$ cat src/rtl/mshr_noc_packetizer.sv
// mshr_noc_packetizer
// Serializes one arbitrated MSHR request into NoC flits (header, address and
// optional store/AMO data) and turns returning NoC response packets into a
// single-cycle response pulse. The transmit and receive paths are independent.
// Optional build macro: MSHR_NOC_PACKETIZER_PERF_EN adds saturating packet
// counters perf_req_pkts / perf_resp_pkts.
module mshr_noc_packetizer #(
    parameter int FLIT_W   = 64,
    parameter int MSHRID_W = 8,
    parameter int PADDR_W  = 40,
    parameter int HOMEID_W = 30
) (
    input  logic                clk,
    input  logic                rst_n,
    input  logic                req_valid,
    output logic                req_ready,
    input  logic [1:0]          req_type,
    input  logic [MSHRID_W-1:0] req_mshrid,
    input  logic [PADDR_W-1:0]  req_address,
    input  logic [2:0]          req_size,
    input  logic [HOMEID_W-1:0] req_homeid,
    input  logic [7:0]          req_write_mask,
    input  logic [63:0]         req_data_0,
    input  logic [63:0]         req_data_1,
    output logic                noc_out_val,
    input  logic                noc_out_rdy,
    output logic [FLIT_W-1:0]   noc_out_data,
    input  logic                noc_in_val,
    output logic                noc_in_rdy,
    input  logic [FLIT_W-1:0]   noc_in_data,
    output logic                resp_valid,
    output logic [MSHRID_W-1:0] resp_mshrid,
    output logic [63:0]         resp_data
`ifdef MSHR_NOC_PACKETIZER_PERF_EN
    ,
    output logic [31:0]         perf_req_pkts,
    output logic [31:0]         perf_resp_pkts
`endif
);

    typedef enum logic [2:0] {TX_IDLE, TX_HDR, TX_ADDR, TX_D0, TX_D1} tx_state_t;
    typedef enum logic [1:0] {RX_HDR, RX_DATA, RX_DRAIN} rx_state_t;

    localparam logic [1:0] T_LOAD  = 2'd0;
    localparam logic [1:0] T_STORE = 2'd1;
    localparam logic [1:0] T_AMO   = 2'd2;

    // Header flit: destination tile, payload length, message type, mshrid.
    function automatic logic [FLIT_W-1:0] f_hdr(input logic [1:0]          t,
                                                 input logic [MSHRID_W-1:0] id,
                                                 input logic [HOMEID_W-1:0] hid);
        logic [FLIT_W-1:0] f;
        logic [7:0]        len;
        logic [7:0]        mt;
        case (t)
            T_STORE: begin len = 8'd2; mt = 8'd2; end
            T_AMO:   begin len = 8'd3; mt = 8'd3; end
            default: begin len = 8'd1; mt = 8'd1; end
        endcase
        f               = '0;
        f[63:50]        = hid[29:16];
        f[49:42]        = hid[15:8];
        f[41:34]        = hid[7:0];
        f[29:22]        = len;
        f[21:14]        = mt;
        f[6 +: MSHRID_W] = id;
        return f;
    endfunction

    // Address flit: address, size, and byte mask (mask forced to 0 for loads).
    function automatic logic [FLIT_W-1:0] f_addr(input logic [1:0]         t,
                                                  input logic [PADDR_W-1:0] a,
                                                  input logic [2:0]         sz,
                                                  input logic [7:0]         m);
        logic [FLIT_W-1:0] f;
        f                = '0;
        f[PADDR_W-1:0]   = a;
        f[42:40]         = sz;
        f[55:48]         = (t == T_LOAD) ? 8'd0 : m;
        return f;
    endfunction

    function automatic logic [31:0] f_sat_inc(input logic [31:0] c);
        return (c == 32'hFFFF_FFFF) ? c : c + 32'd1;
    endfunction

    tx_state_t          r_tx_state;
    logic               r_req_ready;
    logic               r_noc_out_val;
    logic [FLIT_W-1:0]  r_noc_out_data;
    logic [1:0]         r_type;
    logic [PADDR_W-1:0] r_addr;
    logic [2:0]         r_size;
    logic [7:0]         r_mask;
    logic [63:0]        r_d0;
    logic [63:0]        r_d1;

    rx_state_t           r_rx_state;
    logic                r_noc_in_rdy;
    logic                r_resp_valid;
    logic [MSHRID_W-1:0] r_resp_mshrid;
    logic [63:0]         r_resp_data;
    logic [MSHRID_W-1:0] r_rx_id;
    logic [7:0]          r_rx_cnt;

    logic                w_req_hs;
    logic                w_tx_fire;
    logic                w_tx_last;
    logic [1:0]          w_type_n;
    logic                w_rx_fire;
    logic [7:0]          w_in_len;
    logic [MSHRID_W-1:0] w_in_id;

    assign w_req_hs  = req_valid && r_req_ready;
    assign w_tx_fire = r_noc_out_val && noc_out_rdy;
    assign w_type_n  = (req_type == 2'd3) ? T_LOAD : req_type;
    assign w_tx_last = w_tx_fire &&
                       (((r_tx_state == TX_ADDR) && (r_type == T_LOAD)) ||
                        ((r_tx_state == TX_D0)   && (r_type == T_STORE)) ||
                        (r_tx_state == TX_D1));

    assign w_rx_fire = noc_in_val && r_noc_in_rdy;
    assign w_in_len  = noc_in_data[29:22];
    assign w_in_id   = noc_in_data[6 +: MSHRID_W];

    // Capture the accepted request fields used by the later flits.
    always_ff @(posedge clk) begin
        if (w_req_hs) begin
            r_type <= w_type_n;
            r_addr <= req_address;
            r_size <= req_size;
            r_mask <= req_write_mask;
            r_d0   <= req_data_0;
            r_d1   <= req_data_1;
        end
    end

    // Request packetizer FSM: emits HDR, ADDR, D0, D1 holding each until accepted.
    always_ff @(posedge clk or negedge rst_n) begin
        if (!rst_n) begin
            r_tx_state     <= TX_IDLE;
            r_req_ready    <= 1'b0;
            r_noc_out_val  <= 1'b0;
            r_noc_out_data <= '0;
        end else begin
            case (r_tx_state)
                TX_IDLE: begin
                    if (w_req_hs) begin
                        r_req_ready    <= 1'b0;
                        r_noc_out_val  <= 1'b1;
                        r_noc_out_data <= f_hdr(w_type_n, req_mshrid, req_homeid);
                        r_tx_state     <= TX_HDR;
                    end else begin
                        r_req_ready <= 1'b1;
                    end
                end
                TX_HDR: begin
                    if (w_tx_fire) begin
                        r_noc_out_data <= f_addr(r_type, r_addr, r_size, r_mask);
                        r_tx_state     <= TX_ADDR;
                    end
                end
                TX_ADDR: begin
                    if (w_tx_fire) begin
                        if (r_type == T_LOAD) begin
                            r_noc_out_val <= 1'b0;
                            r_req_ready   <= 1'b1;
                            r_tx_state    <= TX_IDLE;
                        end else begin
                            r_noc_out_data <= r_d0;
                            r_tx_state     <= TX_D0;
                        end
                    end
                end
                TX_D0: begin
                    if (w_tx_fire) begin
                        if (r_type == T_STORE) begin
                            r_noc_out_val <= 1'b0;
                            r_req_ready   <= 1'b1;
                            r_tx_state    <= TX_IDLE;
                        end else begin
                            r_noc_out_data <= r_d1;
                            r_tx_state     <= TX_D1;
                        end
                    end
                end
                TX_D1: begin
                    if (w_tx_fire) begin
                        r_noc_out_val <= 1'b0;
                        r_req_ready   <= 1'b1;
                        r_tx_state    <= TX_IDLE;
                    end
                end
                default: begin
                    r_noc_out_val <= 1'b0;
                    r_req_ready   <= 1'b0;
                    r_tx_state    <= TX_IDLE;
                end
            endcase
        end
    end

    // Response depacketizer FSM: first data flit becomes the response, the rest are dropped.
    always_ff @(posedge clk or negedge rst_n) begin
        if (!rst_n) begin
            r_rx_state    <= RX_HDR;
            r_noc_in_rdy  <= 1'b0;
            r_resp_valid  <= 1'b0;
            r_resp_mshrid <= '0;
            r_resp_data   <= '0;
            r_rx_id       <= '0;
            r_rx_cnt      <= '0;
        end else begin
            r_noc_in_rdy <= 1'b1;
            r_resp_valid <= 1'b0;
            if (w_rx_fire) begin
                case (r_rx_state)
                    RX_HDR: begin
                        if (w_in_len == 8'd0) begin
                            r_resp_valid  <= 1'b1;
                            r_resp_mshrid <= w_in_id;
                            r_resp_data   <= '0;
                        end else begin
                            r_rx_id    <= w_in_id;
                            r_rx_cnt   <= w_in_len - 8'd1;
                            r_rx_state <= RX_DATA;
                        end
                    end
                    RX_DATA: begin
                        r_resp_valid  <= 1'b1;
                        r_resp_mshrid <= r_rx_id;
                        r_resp_data   <= noc_in_data[63:0];
                        r_rx_state    <= (r_rx_cnt == 8'd0) ? RX_HDR : RX_DRAIN;
                    end
                    RX_DRAIN: begin
                        r_rx_cnt <= r_rx_cnt - 8'd1;
                        if (r_rx_cnt == 8'd1) begin
                            r_rx_state <= RX_HDR;
                        end
                    end
                    default: r_rx_state <= RX_HDR;
                endcase
            end
        end
    end

`ifdef MSHR_NOC_PACKETIZER_PERF_EN
    logic [31:0] r_perf_req;
    logic [31:0] r_perf_resp;

    // Saturating counters of completed request packets and response pulses.
    always_ff @(posedge clk or negedge rst_n) begin
        if (!rst_n) begin
            r_perf_req  <= '0;
            r_perf_resp <= '0;
        end else begin
            if (w_tx_last)    r_perf_req  <= f_sat_inc(r_perf_req);
            if (r_resp_valid) r_perf_resp <= f_sat_inc(r_perf_resp);
        end
    end

    assign perf_req_pkts  = r_perf_req;
    assign perf_resp_pkts = r_perf_resp;
`endif

    assign req_ready    = r_req_ready;
    assign noc_out_val  = r_noc_out_val;
    assign noc_out_data = r_noc_out_data;
    assign noc_in_rdy   = r_noc_in_rdy;
    assign resp_valid   = r_resp_valid;
    assign resp_mshrid  = r_resp_mshrid;
    assign resp_data    = r_resp_data;

endmodule

$ cat config.mk
export PLATFORM = sky130hd
export DESIGN_NAME = mshr_noc_packetizer
export DESIGN_NICKNAME = d
export VERILOG_FILES = /design/src/rtl/mshr_noc_packetizer.sv
export SDC_FILE = /design/constraint.sdc
export NUM_CORES = 1
export LEC_CHECK = 0
export BUFFER_PORTS_ARGS = -buffer_cell sky130_fd_sc_hd__buf_2
export CAP_MARGIN = 25
export CORE_MARGIN = 5
export CORE_UTILIZATION = 52
export CTS_CLUSTER_SIZE = 10
export DETAILED_ROUTE_END_ITERATION = 8
export GPL_ROUTABILITY_DRIVEN = 0
export PLACE_DENSITY = 0.8
export REMOVE_ABC_BUFFERS = 1
export SKIP_LAST_GASP = 1
export SYNTH_ARGS = -nofsm -noshare
export SYNTH_HDL_FRONTEND = slang
export SYNTH_SLANG_ARGS = --single-unit
export TNS_END_PERCENT = 50
$ cat constraint.sdc
create_clock -name clk -period 5.3 [get_ports clk]
set_clock_uncertainty 0.05 [all_clocks]
set_input_delay 0.265 -clock clk [delete_from_list [all_inputs] [get_ports clk]]
set_output_delay 0.265 -clock clk [all_outputs]
set_load 0.05 [all_outputs]
==> reports/metrics.csv <==
metric;value;unit
io_pins;428;
maxCapViolCount;0;
port_buffers;427;
fmax;351;MHz
power;7.68;mW
status;finished, final reports clean;
vias;11500;
end_kind;flip-flop;
post_cts_buffers;0;
yosysUniqueCellTypes;52;
max_stage_delay;1.00;ns
finalCriticalPeriod;2.85;ns
dpl.hpwl;26.3;mm
ys_seq_area_share;66.1;%
die_w;176;um
nNetsFinal;1990;
wl_per_cell;22.6;um
clk_pin_slew;0.06;ns
hold_ws;0.0266;ns
synth_area_per_cell;13.9;um2
final_antenna_net_count;0;
fin_crit_sh;53.7;%
drt_iter0_drc;1075;
cts_buffers;40;
worstPathMaxFanout;54;
ys.warnings.count;0;
gr-usage-met3;5.23;%
fp-row-count;60;
grt_max_degree;107;
rsz0062_at_grt;false;
clock_path_buffers;3;
slew_headroom;31.9;%
use_met1;34.0;%
cp_data_arrival_time;3.19;ns
synth.ff_latch_count;342;
synth_ff_type;edfxtp_1;
setup_viol;0;
powerDensity;377;nW/um2
synth_area;14300;um2
hp-class;primary input to flip-flop;
grtUsageMet2;52.3;%
tightestPinTransition;1.02;ns
fill_cells;1568;
die_h;176;um
critical_path_buf_inv_count;2;
regToRegSetupSlack;2.45;ns
crit_path_cell_trace;inv_1 -> a21oi_1 -> o21a_4 -> buf_16 -> mux2_2;
area_delta_synth_final;42.4;%
clkLatencyLatePin;0.51;ns
synth_edf_count;181;
grt_overflow;0;
critPathRequiredTime;5.64;ns
postSynth.asyncResetShare;47.1;%
initial_utilization;52.9;%
numClockSinks;342;
vdd_drop_max;0.252;mV
syn_inst;1028;
grt_pass1_wl;70.6;mm
via_per_inst;5.53;
drc;0;
hold_violations;0;
report.final.slew_viol_count;0;
cts_tree;yes;
path_class;flip-flop to flip-flop;
coreArea;27000;um2
cp-start-kind;flip-flop;
p_leak;9.11;nW
cts_root_buf;clkbuf_16;
slowest_stage;dfrtp_4;
layout-drive-gt1-share;34.5;%
antenna_found_initial;15;
grtUsageTotal;29.5;%
dr.pass1.iters;8;
drt_wl_total;47.1;mm
grt.busiest_layer;met2;
cts_max_level;2;
path_delay_family;flip-flops;
dieArea;30900;um2
setup-tns-final;0;ns
grt_pass1_vias;12400;
## logic make-up (layout without fill, tap and decap cells)
kind of cell,after synthesis,after routing,share of synthesized area [%]
xor gates and xnor gates,5,5,0.306
adders and majority gates,8,8,0.700
other,1,17,0.0262
and+or+nand+nor,175,175,5.59
buffers and inverters,152,848,4.92
AOI/OAI and AO/OA,135,135,6.78
muxes,210,210,15.5
DFF,342,342,66.1
## flip-flops by register name, indices dropped and copies added (netlist names), 3 cells and up
register / cells
noc_out_data: 64
r_addr: 40
r_d0: 64
r_d1: 64
r_mask: 8
r_rx_cnt: 8
r_rx_id: 8
r_size: 3
r_tx_state: 3
resp_data: 64
resp_mshrid: 8
## worst paths after layout
kind                                                     end  cells after the start                      start
min in group asynchronous           resp_data[8]$_DFFE_PN0P_                      2                      rst_n
max in group asynchronous          r_tx_state[0]$_DFFE_PN0P_                      3                      rst_n
worst min-delay path            noc_out_data[40]$_DFFE_PN0P_                      3              req_homeid[6]
worst max-delay path            noc_out_data[58]$_DFFE_PN0P_                      5  r_tx_state[0]$_DFFE_PN0P_
worst max register to register  noc_out_data[58]$_DFFE_PN0P_                      5  r_tx_state[0]$_DFFE_PN0P_
worst min register to register       r_rx_cnt[6]$_DFFE_PN0P_                      1    r_rx_cnt[6]$_DFFE_PN0P_
## power by group
group          total (mW)  switching [mW]  internal, mW
Clock                2.55            1.07          1.48
Sequential           3.25           0.181          3.07
Combinational        1.89            1.28         0.601
Total                7.68            2.53          5.15
## worst reg2reg max path: stages, from the launching register on
cell	delay [ns]
dfrtp_4	1.00
inv_1	0.23
a21oi_1	0.23
o21a_4	0.46
buf_16	0.33
mux2_2	0.43
## cell usage in the layout (no fill, tap or decap), types with 8 or more instances in the layout
cell type,n
diode_2,16
a22oi_1,28
nand2_1,98
clkbuf_16,41
nor4b_1,9
clkbuf_1,26
edfxtp_1,181
buf_2,426
ha_1,8
dlygate4sd3_1,244
nor2_1,29
mux2i_1,112
o22ai_1,22
o32a_1,8
o21ai_0,27
a2bb2oi_1,26
inv_1,90
mux2_2,93
dfrtp_1,158
buf_4,10
## metal layers
metal | up-vias | part of all wire (%)
li1 | 5049 | -
met1 | 5636 | 35
met2 | 643 | 52
met3 | 183 | 6.7
met4 | 2 | 6.1
met5 | - | 0.015
## per-stage QoR
step | worst slack (ns) | instance area (um2) | util [%] | instances
final | 2.45 | 20400 | 75.4 | 2081
after global routing | 2.28 | 20400 | 75.4 | 2080
after CTS | 2.49 | 20300 | 75.2 | 2063
after detailed placement | 2.51 | 16700 | 61.8 | 1747
after global placement | 2.21 | 16600 | 61.6 | 1745
after floorplan | -0.145 | 13900 | - | 967
## timing repair
item	CTS	global route
resized for setup	0	0
hold buffers	244	0
endpoints found under the hold margin	306	0
## cell usage after synthesis (2+ instances only)
| master | count | area share, % |
|---|---|---|
| or3_1 | 3 | 0.13 |
| inv_1 | 91 | 2.4 |
| or4_1 | 2 | 0.10 |
| nor4_1 | 2 | 0.087 |
| a2bb2oi_1 | 26 | 1.6 |
| buf_4 | 8 | 0.42 |
| ha_1 | 8 | 0.70 |
| buf_1 | 7 | 0.18 |
| a21o_1 | 2 | 0.10 |
| mux2_2 | 93 | 7.3 |
| nand2_1 | 98 | 2.6 |
| o22ai_1 | 22 | 0.96 |
| a32o_1 | 2 | 0.14 |
| nand2b_1 | 5 | 0.22 |
| buf_2 | 27 | 0.94 |
| clkbuf_1 | 10 | 0.26 |
| a22oi_1 | 28 | 1.5 |
| mux2i_1 | 112 | 7.8 |
| a31oi_1 | 4 | 0.17 |
| nor2_1 | 30 | 0.79 |
| xor2_1 | 4 | 0.24 |
| a221o_1 | 2 | 0.14 |
| nor3_1 | 7 | 0.24 |
| edfxtp_1 | 181 | 38 |
| o32a_1 | 8 | 0.56 |
| mux2_1 | 5 | 0.39 |
| dfrtp_1 | 161 | 28 |
| nand3_1 | 6 | 0.21 |
| o21ai_0 | 27 | 0.94 |
| a21oi_1 | 6 | 0.21 |
| nor4b_1 | 9 | 0.55 |
| buf_6 | 7 | 0.55 |
| nor2b_1 | 4 | 0.17 |
| and3_1 | 3 | 0.13 |
## area by class of cell
cell class                 instances  area, um2  share of cell area [%]
sequential                       342       9470                    46.5
timing repair buffer             685       4740                    23.3
clock buffer                      70       1160                    5.72
inverter                          91        347                    1.70
clock inverter                     2       17.5                  0.0859
multi-input combinational        534       4170                    20.5
antenna                           16       40.0                   0.196
tap                              341        427                    2.09
Note: power is estimated with default switching activity, not from simulation.
